### src/rtl/arith_pkg.sv
`default_nettype none
// =============================================================================
// Package : arith_pkg
// Purpose : Types, constants and helpers shared by the pipelined prefix
//           arithmetic blocks.
//   SUB_PIPE_STAGES : register stages between operand capture and result
//   gp_t            : {generate, propagate} pair carried through prefix trees
//   log2_ceil()     : tree depth for a given operand width
// Revision: 1.0 - initial release
// =============================================================================
package arith_pkg;

  localparam int SUB_PIPE_STAGES = 3;

  typedef struct packed {
    logic g;
    logic p;
  } gp_t;

  // Smallest r with 2**r >= n; constant-foldable so it can size generate trees.
  function automatic int log2_ceil(input int n);
    int r;
    r = 0;
    for (int i = 0; i < 31; i++) begin
      if ((1 << i) < n) r = i + 1;
    end
    return r;
  endfunction

endpackage
`default_nettype wire

### src/rtl/gp_cell.sv
`default_nettype none
// =============================================================================
// Module  : gp_cell
// Purpose : Prefix-tree black cell. Merges a high-order {G,P} group with the
//           adjacent low-order group. Used as a grey cell by ignoring gp_o.p.
// Ports   :
//   hi_i  in  gp_t  more-significant group
//   lo_i  in  gp_t  less-significant group
//   gp_o  out gp_t  merged group
// Revision: 1.0 - initial release
// =============================================================================
module gp_cell
  import arith_pkg::*;
(
  input  gp_t hi_i,
  input  gp_t lo_i,
  output gp_t gp_o
);

  assign gp_o.g = hi_i.g | (hi_i.p & lo_i.g);
  assign gp_o.p = hi_i.p & lo_i.p;

endmodule
`default_nettype wire

### src/rtl/sub8_brent_kung_pipe.sv
`default_nettype none
// =============================================================================
// Module  : sub8_brent_kung_pipe
// Purpose : Three-stage pipelined subtractor Z = X - Y - BorrowIn, computed as
//           X + ~Y + ~BorrowIn on a Brent-Kung prefix network. A single global
//           stall (result held, not acknowledged) freezes every stage.
// Ports   :
//   clk         in   clock, rising edge
//   resetn      in   asynchronous active-low reset
//   iValid      in   operand strobe
//   oAccept     out  operands are taken this cycle
//   iX, iY      in   minuend, subtrahend (N bits)
//   iBorrowIn   in   borrow into bit 0
//   oZ          out  difference mod 2^N
//   oBorrowOut  out  unsigned borrow out of the MSB
//   oOverflow   out  signed overflow
//   oReady      out  result valid
//   iAck        in   result consumed this cycle
// Revision: 1.0 - initial release
// =============================================================================
module sub8_brent_kung_pipe
  import arith_pkg::*;
#(
  parameter int N = 8
)
(
  input  logic         clk,
  input  logic         resetn,
  input  logic         iValid,
  output logic         oAccept,
  input  logic [N-1:0] iX,
  input  logic [N-1:0] iY,
  input  logic         iBorrowIn,
  output logic [N-1:0] oZ,
  output logic         oBorrowOut,
  output logic         oOverflow,
  output logic         oReady,
  input  logic         iAck
);

  localparam int LOGN = log2_ceil(N);

  logic w_stall;

  // Stage 0 : operand capture (Y inverted, borrow turned into carry)
  logic [N-1:0] x0_q, yn0_q;
  logic         cin0_q, v0_q;

  // Stage 1 : up-sweep results
  logic [N-1:0] w_prop, w_gen;
  logic [N-1:0] w_up_g, w_up_p;
  logic [N-1:0] ug1_q, up1_q, p1_q;
  logic         cin1_q, xmsb1_q, ymsb1_q, v1_q;

  // Stage 2 : down-sweep, sum and output registers
  logic [N-1:0] w_pre_g, w_pre_p;
  logic [N-1:0] w_carry;
  logic [N-1:0] z_d, z2_q;
  logic         bout_d, ovf_d;
  logic         bout2_q, ovf2_q, rdy2_q;
  logic         w_unused_pre_p;

  assign w_stall = rdy2_q & ~iAck;
  assign oAccept = ~w_stall;

  // ---------------------------------------------------------------------------
  // Stage 0
  // ---------------------------------------------------------------------------
  always_ff @(posedge clk or negedge resetn) begin
    if (!resetn) begin
      x0_q   <= '0;
      yn0_q  <= '0;
      cin0_q <= 1'b0;
      v0_q   <= 1'b0;
    end else if (!w_stall) begin
      x0_q   <= iX;
      yn0_q  <= ~iY;
      cin0_q <= ~iBorrowIn;
      v0_q   <= iValid;
    end
  end

  // ---------------------------------------------------------------------------
  // Stage 1 : bitwise g/p and Brent-Kung up-sweep.
  // Level 0 folds the carry-in into bit 0 so that every prefix generate
  // already accounts for it and c[i] = G[i-1:0] needs no extra term.
  // ---------------------------------------------------------------------------
  assign w_prop = x0_q ^ yn0_q;
  assign w_gen  = x0_q & yn0_q;

  for (genvar l = 0; l <= LOGN; l++) begin : g_up
    gp_t w_lvl [N];
    for (genvar i = 0; i < N; i++) begin : g_bit
      if (l == 0) begin : g_base
        if (i == 0) begin : g_fold
          assign w_lvl[i] = '{g: w_gen[i] | (w_prop[i] & cin0_q), p: w_prop[i]};
        end else begin : g_plain
          assign w_lvl[i] = '{g: w_gen[i], p: w_prop[i]};
        end
      end else if (((i + 1) % (1 << l)) == 0) begin : g_cell
        gp_cell u_cell (
          .hi_i (g_up[l-1].w_lvl[i]),
          .lo_i (g_up[l-1].w_lvl[i - (1 << (l - 1))]),
          .gp_o (w_lvl[i])
        );
      end else begin : g_pass
        assign w_lvl[i] = g_up[l-1].w_lvl[i];
      end
    end
  end

  for (genvar i = 0; i < N; i++) begin : g_up_out
    assign w_up_g[i] = g_up[LOGN].w_lvl[i].g;
    assign w_up_p[i] = g_up[LOGN].w_lvl[i].p;
  end

  always_ff @(posedge clk or negedge resetn) begin
    if (!resetn) begin
      ug1_q   <= '0;
      up1_q   <= '0;
      p1_q    <= '0;
      cin1_q  <= 1'b0;
      xmsb1_q <= 1'b0;
      ymsb1_q <= 1'b0;
      v1_q    <= 1'b0;
    end else if (!w_stall) begin
      ug1_q   <= w_up_g;
      up1_q   <= w_up_p;
      p1_q    <= w_prop;
      cin1_q  <= cin0_q;
      xmsb1_q <= x0_q[N-1];
      ymsb1_q <= ~yn0_q[N-1];
      v1_q    <= v0_q;
    end
  end

  // ---------------------------------------------------------------------------
  // Stage 2 : down-sweep. At tree level l, node i = k*2^l + 2^(l-1) - 1 (k>=1)
  // merges with the complete prefix ending at bit k*2^l - 1.
  // ---------------------------------------------------------------------------
  for (genvar d = 0; d < LOGN; d++) begin : g_dn
    gp_t w_lvl [N];
    for (genvar i = 0; i < N; i++) begin : g_bit
      if (d == 0) begin : g_base
        assign w_lvl[i] = '{g: ug1_q[i], p: up1_q[i]};
      end else begin : g_level
        localparam int L = LOGN - d;
        if ((i >= (1 << L)) && (((i + 1) % (1 << L)) == (1 << (L - 1)))) begin : g_cell
          gp_cell u_cell (
            .hi_i (g_dn[d-1].w_lvl[i]),
            .lo_i (g_dn[d-1].w_lvl[i - (1 << (L - 1))]),
            .gp_o (w_lvl[i])
          );
        end else begin : g_pass
          assign w_lvl[i] = g_dn[d-1].w_lvl[i];
        end
      end
    end
  end

  for (genvar i = 0; i < N; i++) begin : g_pre
    assign w_pre_g[i] = g_dn[LOGN-1].w_lvl[i].g;
    assign w_pre_p[i] = g_dn[LOGN-1].w_lvl[i].p;
  end

  // Full-prefix propagates are never needed once carries are formed.
  assign w_unused_pre_p = ^w_pre_p;

  assign w_carry = {w_pre_g[N-2:0], cin1_q};
  assign z_d     = p1_q ^ w_carry;
  assign bout_d  = ~w_pre_g[N-1];
  assign ovf_d   = (xmsb1_q != ymsb1_q) & (z_d[N-1] != xmsb1_q);

  always_ff @(posedge clk or negedge resetn) begin
    if (!resetn) begin
      z2_q    <= '0;
      bout2_q <= 1'b0;
      ovf2_q  <= 1'b0;
      rdy2_q  <= 1'b0;
    end else if (!w_stall) begin
      z2_q    <= z_d;
      bout2_q <= bout_d;
      ovf2_q  <= ovf_d;
      rdy2_q  <= v1_q;
    end
  end

  assign oZ         = z2_q;
  assign oBorrowOut = bout2_q;
  assign oOverflow  = ovf2_q;
  assign oReady     = rdy2_q;

endmodule
`default_nettype wire

### config.mk
export PLATFORM = sky130hd
export DESIGN_NAME = sub8_brent_kung_pipe
export DESIGN_NICKNAME = d
export VERILOG_FILES = /design/src/rtl/arith_pkg.sv /design/src/rtl/gp_cell.sv /design/src/rtl/sub8_brent_kung_pipe.sv
export SDC_FILE = /design/constraint.sdc
export NUM_CORES = 1
export LEC_CHECK = 0
export BUFFER_PORTS_ARGS = -buffer_cell sky130_fd_sc_hd__buf_2
export CAP_MARGIN = 20
export CORE_MARGIN = 2
export CORE_UTILIZATION = 60
export CTS_CLUSTER_DIAMETER = 150
export CTS_CLUSTER_SIZE = 10
export DETAILED_ROUTE_END_ITERATION = 16
export PLACE_DENSITY_LB_ADDON = 0.2
export SETUP_SLACK_MARGIN = 0.2
export SLEW_MARGIN = 20
export SYNTH_ARGS = -nofsm -noshare
export SYNTH_HDL_FRONTEND = slang
export SYNTH_SLANG_ARGS = --single-unit
### constraint.sdc
create_clock -name clk -period 3.18 [get_ports clk]
set_input_delay 0.795 -clock clk [delete_from_list [all_inputs] [get_ports clk]]
set_output_delay 0.795 -clock clk [all_outputs]
set_load 0.02 [all_outputs]
==> results_tabular.tex <==
\begin{tabular}{lr}
\hline
Metric & Value \\
\hline
\multicolumn{2}{l}{\textbf{Run status}} \\
Status & finished clean \\
\multicolumn{2}{l}{\textbf{Floorplan}} \\
Io pins & 33 \\
Initial core utilization & a little under two thirds \\
Area enclosed by the die boundary & between 4000 and 5000 um\^{}2 \\
DIE WIDTH & roughly 64 um \\
Placeable core area & 3390 um\^{}2 \\
Floorplan die height & between 60 and 70 um \\
Std cell rows & 21 \\
\multicolumn{2}{l}{\textbf{Setup path}} \\
Max incr delay on CP & approximately 0.23 ns \\
Critical path type & in2out \\
Crit-path most repeated cell & sky130\_fd\_sc\_hd\_\_buf\_2 \\
Crit path required time & 2.38 ns \\
Count of buffering cells on the critical path with inverters included & 3 \\
Startpoint class of the critical path & input pin \\
Arrival time of data at the critical path endpoint & $\sim$1.3 ns \\
Cell type of the slowest stage on the worst timing path & sky130\_fd\_sc\_hd\_\_nor2b\_2 \\
Dominant delay contributor by cell family on the critical path & buffers and inverters \\
Launch point of the worst path & iAck \\
Biggest fanout along the worst timing path & 2 \\
Setup crit end kind & primary output \\
Reg2Reg Launch Point & oReady \\
Cell-by-cell listing of the critical path & buf\_2 -> nor2b\_2 -> inv\_6 -> buf\_2 \\
\multicolumn{2}{l}{\textbf{Placement}} \\
Global placer's final weighted congestion & 0.747 \\
Pre-CTS setup slack & 1.05 ns \\
Post-place instance area & approximately 2300 um\^{}2 \\
Port Buffer Count & 32 \\
Sum of net half-perimeters after detailed placement & about 2.4 mm \\
\multicolumn{2}{l}{\textbf{Global route}} \\
Number of antenna violations at the first check in global routing & 0 \\
Busiest metal layer after global routing & met2 \\
Via count of the first global-routing pass & 1471 \\
Global-route track usage on met1 & 25.3\% \\
Met2 capacity usage during global routing & between 30 and 40\% \\
First-pass GRT wire length & approximately 6.3 mm \\
Routing usage on met3 & under 10\% \\
Residual overflow from global routing & 0 \\
Pin count of the biggest net entering global routing & around 60 \\
Aggregate global-route resource usage & between 10\% and 20\% \\
\multicolumn{2}{l}{\textbf{Detailed routing}} \\
Final routed wire length divided by cell count & approximately 12 um \\
Number of DRC violations after detailed routing & 0 \\
Average vias per placed instance & just over 5 \\
Vias after detailed routing & between 1500 and 2000 \\
Pre-Repair DR Iteration Count & 4 \\
Number of antenna-violating nets in the routed design & 0 \\
Final Routed Wirelength & about 3.5 mm \\
Initial DRC count & 100 \\
\multicolumn{2}{l}{\textbf{STA}} \\
Minimum clock period & 2.12 ns \\
Accumulated negative setup slack & 0 ns \\
Total setup violations reported at the end of the flow & 0 \\
Final worst-path cycle share & between 60\% and 70\% \\
Worst Hold Margin & 0.473 ns \\
Final Skew & 0.0128 ns \\
RSZ-0062 raised after global routing & false \\
Worst Tran Pin Value & 0.609 ns \\
Number of slew-limit violations in the final report & 0 \\
Relative slew margins & 59.4\% \\
Achievable Freq & $\sim$470 MHz \\
Final Hold Vio Count & 0 \\
Final worst slack & about 1.1 ns \\
\multicolumn{2}{l}{\textbf{Clock network}} \\
Resized Gates After CTS & 0 \\
Max Root-Sink Buffers & 2 \\
Clock latency reported for the late side of the worst-skew pair & about 0.36 ns \\
Cell chosen for the clock root & sky130\_fd\_sc\_hd\_\_clkbuf\_4 \\
\# Post-CTS Setup Buffers & 0 \\
Number of buffers inserted during clock tree synthesis & 5 \\
Clock tree from TritonCTS & done \\
H-tree depth reported by CTS & 2 \\
TritonCTS sink count & 50 \\
Hold buffer count at CTS & 0 \\
Clock input transition at the sequential cells of the worst setup and hold paths & around 0.13 ns \\
\multicolumn{2}{l}{\textbf{Min path}} \\
Worst hold start & v1\_q \\
Type of the most critical hold path & reg2reg \\
\multicolumn{2}{l}{\textbf{Synth}} \\
Per-instance average area after synthesis & slightly below 10 um\^{}2 \\
Number of synthesized flops with an enable pin & 0 \\
Number of standard cells after synthesis & 223 \\
Yosys cell types & 26 \\
Net Count, Synth & 255 \\
Synth top area cells & sky130\_fd\_sc\_hd\_\_dfrtp\_1 (58\%), sky130\_fd\_sc\_hd\_\_nand2\_1 (15\%), sky130\_fd\_sc\_hd\_\_ha\_1 (6.4\%), sky130\_fd\_sc\_hd\_\_a21oi\_1 (3.9\%), sky130\_fd\_sc\_hd\_\_nor2\_1 (3.1\%) \\
Warnings, synthesis & 0 \\
Leading area contributor after synthesis & sky130\_fd\_sc\_hd\_\_dfrtp\_1 \\
Number of synthesized register bits & 50 \\
Area share of the largest cell type after synthesis & about three fifths \\
Netlist area before placement & 2150 um\^{}2 \\
Share of flip-flops with an asynchronous set or reset after synthesis & 100\% \\
Sequential fraction of the synthesis area & 58.1\% \\
Primary flip-flop cell chosen by synthesis mapping & sky130\_fd\_sc\_hd\_\_dfrtp\_1 \\
\multicolumn{2}{l}{\textbf{Power and ir drop}} \\
Static power due to leakage & $\sim$1.2 nW \\
VDD IR-drop max & around 0.00044 V \\
Areal power density over the cells & just over 900 nW/um\^{}2 \\
\multicolumn{2}{l}{\textbf{Final layout}} \\
Ratio of cells with drive above 1 in the final layout & between 10\% and 20\% \\
Final design instance area without fill & around 2400 um\^{}2 \\
ANT cells & 0 \\
Post-synthesis to final-layout area growth & 11.8\% \\
Nets & roughly 290 \\
\multicolumn{2}{l}{\textbf{Run}} \\
Max-Cap Viols & 0 \\
\hline
\end{tabular}
==> state kept, by name, summed over array words and instances (netlist names), 4 cells and up <==
name   cells
yn0_q      8
up1_q      4
ug1_q      8
oZ         8
x0_q       8
p1_q       5
==> cell families after synthesis <==
family          Yosys count  share of synthesized area [%]
flops                    50                           58.1
xor+xnor                  5                           2.03
compound gates           32                           9.35
simple gates            112                           20.3
buf+inv                  13                           3.83
fa+ha+maj                11                           6.39
==> Yosys cell counts, types with 2 or more instances <==
library cell / number
sky130_fd_sc_hd__dfrtp_1: 50
sky130_fd_sc_hd__buf_2: 8
sky130_fd_sc_hd__a21oi_1: 17
sky130_fd_sc_hd__nor2_1: 18
sky130_fd_sc_hd__nand2_1: 88
sky130_fd_sc_hd__xnor2_1: 2
sky130_fd_sc_hd__buf_6: 2
sky130_fd_sc_hd__ha_1: 11
sky130_fd_sc_hd__o21ai_0: 7
sky130_fd_sc_hd__xor2_1: 3
sky130_fd_sc_hd__a21o_1: 2
==> through the flow <==
step	util [%]	cells	total power (W)
finish	71.1	300	0.00219
floorplan	-	223	0.00164
global route	71.1	300	0.00238
CTS	71.1	300	0.00222
detailed placement	68.7	293	0.00185
global placement	68.7	293	0.00181
==> worst paths after layout <==
kind                                  end  slack (ns)  cells after the start
worst max-delay path              oAccept        1.06                      4
worst min register to register       v1_q        0.47                      2
worst max register to register   ug1_q[7]        1.57                      5
worst min-delay path                 v1_q        0.47                      2
min in group asynchronous         x0_q[2]        0.50                      2
max in group asynchronous       oOverflow        2.25                      2
==> worst min-delay path, cell delays in order (launching register included) <==
cell and delay, ns:
sky130_fd_sc_hd__dfrtp_1 0.36, sky130_fd_sc_hd__nand2_1 0.05, sky130_fd_sc_hd__nand2_1 0.05
==> power by group <==
part	internal, W	switching, W
clock network	0.000183	0.000183
logic	0.000319	0.000483
registers	0.000881	0.000141
total	0.00138	0.000808
==> metal layers <==
metal / wire [um] / share of wire, % / up-vias
met5: 0 / 0 / -
met2: 1710 / 49 / 22
li1: - / - / 778
met3: 123 / 3.5 / 8
met4: 57 / 1.6 / 0
met1: 1590 / 46 / 717
==> cells in the final DEF, fill, tap and decap left out, types with 2 or more instances in the layout <==
cell type	netlist	routed
sky130_fd_sc_hd__nand2_1	88	88
sky130_fd_sc_hd__ha_1	11	11
sky130_fd_sc_hd__o21ai_0	7	7
sky130_fd_sc_hd__xnor2_1	2	2
sky130_fd_sc_hd__a21oi_1	17	17
sky130_fd_sc_hd__xor2_1	3	3
sky130_fd_sc_hd__buf_4	1	3
sky130_fd_sc_hd__clkbuf_4	0	5
sky130_fd_sc_hd__buf_2	8	32
sky130_fd_sc_hd__a21o_1	2	2
sky130_fd_sc_hd__dfrtp_1	50	50
sky130_fd_sc_hd__nor2_1	18	18
==> final cells by class <==
cell class,instances,area (um^2)
clock buffers,6,51.3
clock inverters,1,30.0
fillers,271,981
well taps,46,57.6
multi-input cells,160,823
repair buffers,35,183
flip-flops and latches,50,1250
inverters,2,12.5
(Power assumes the default switching activity.)
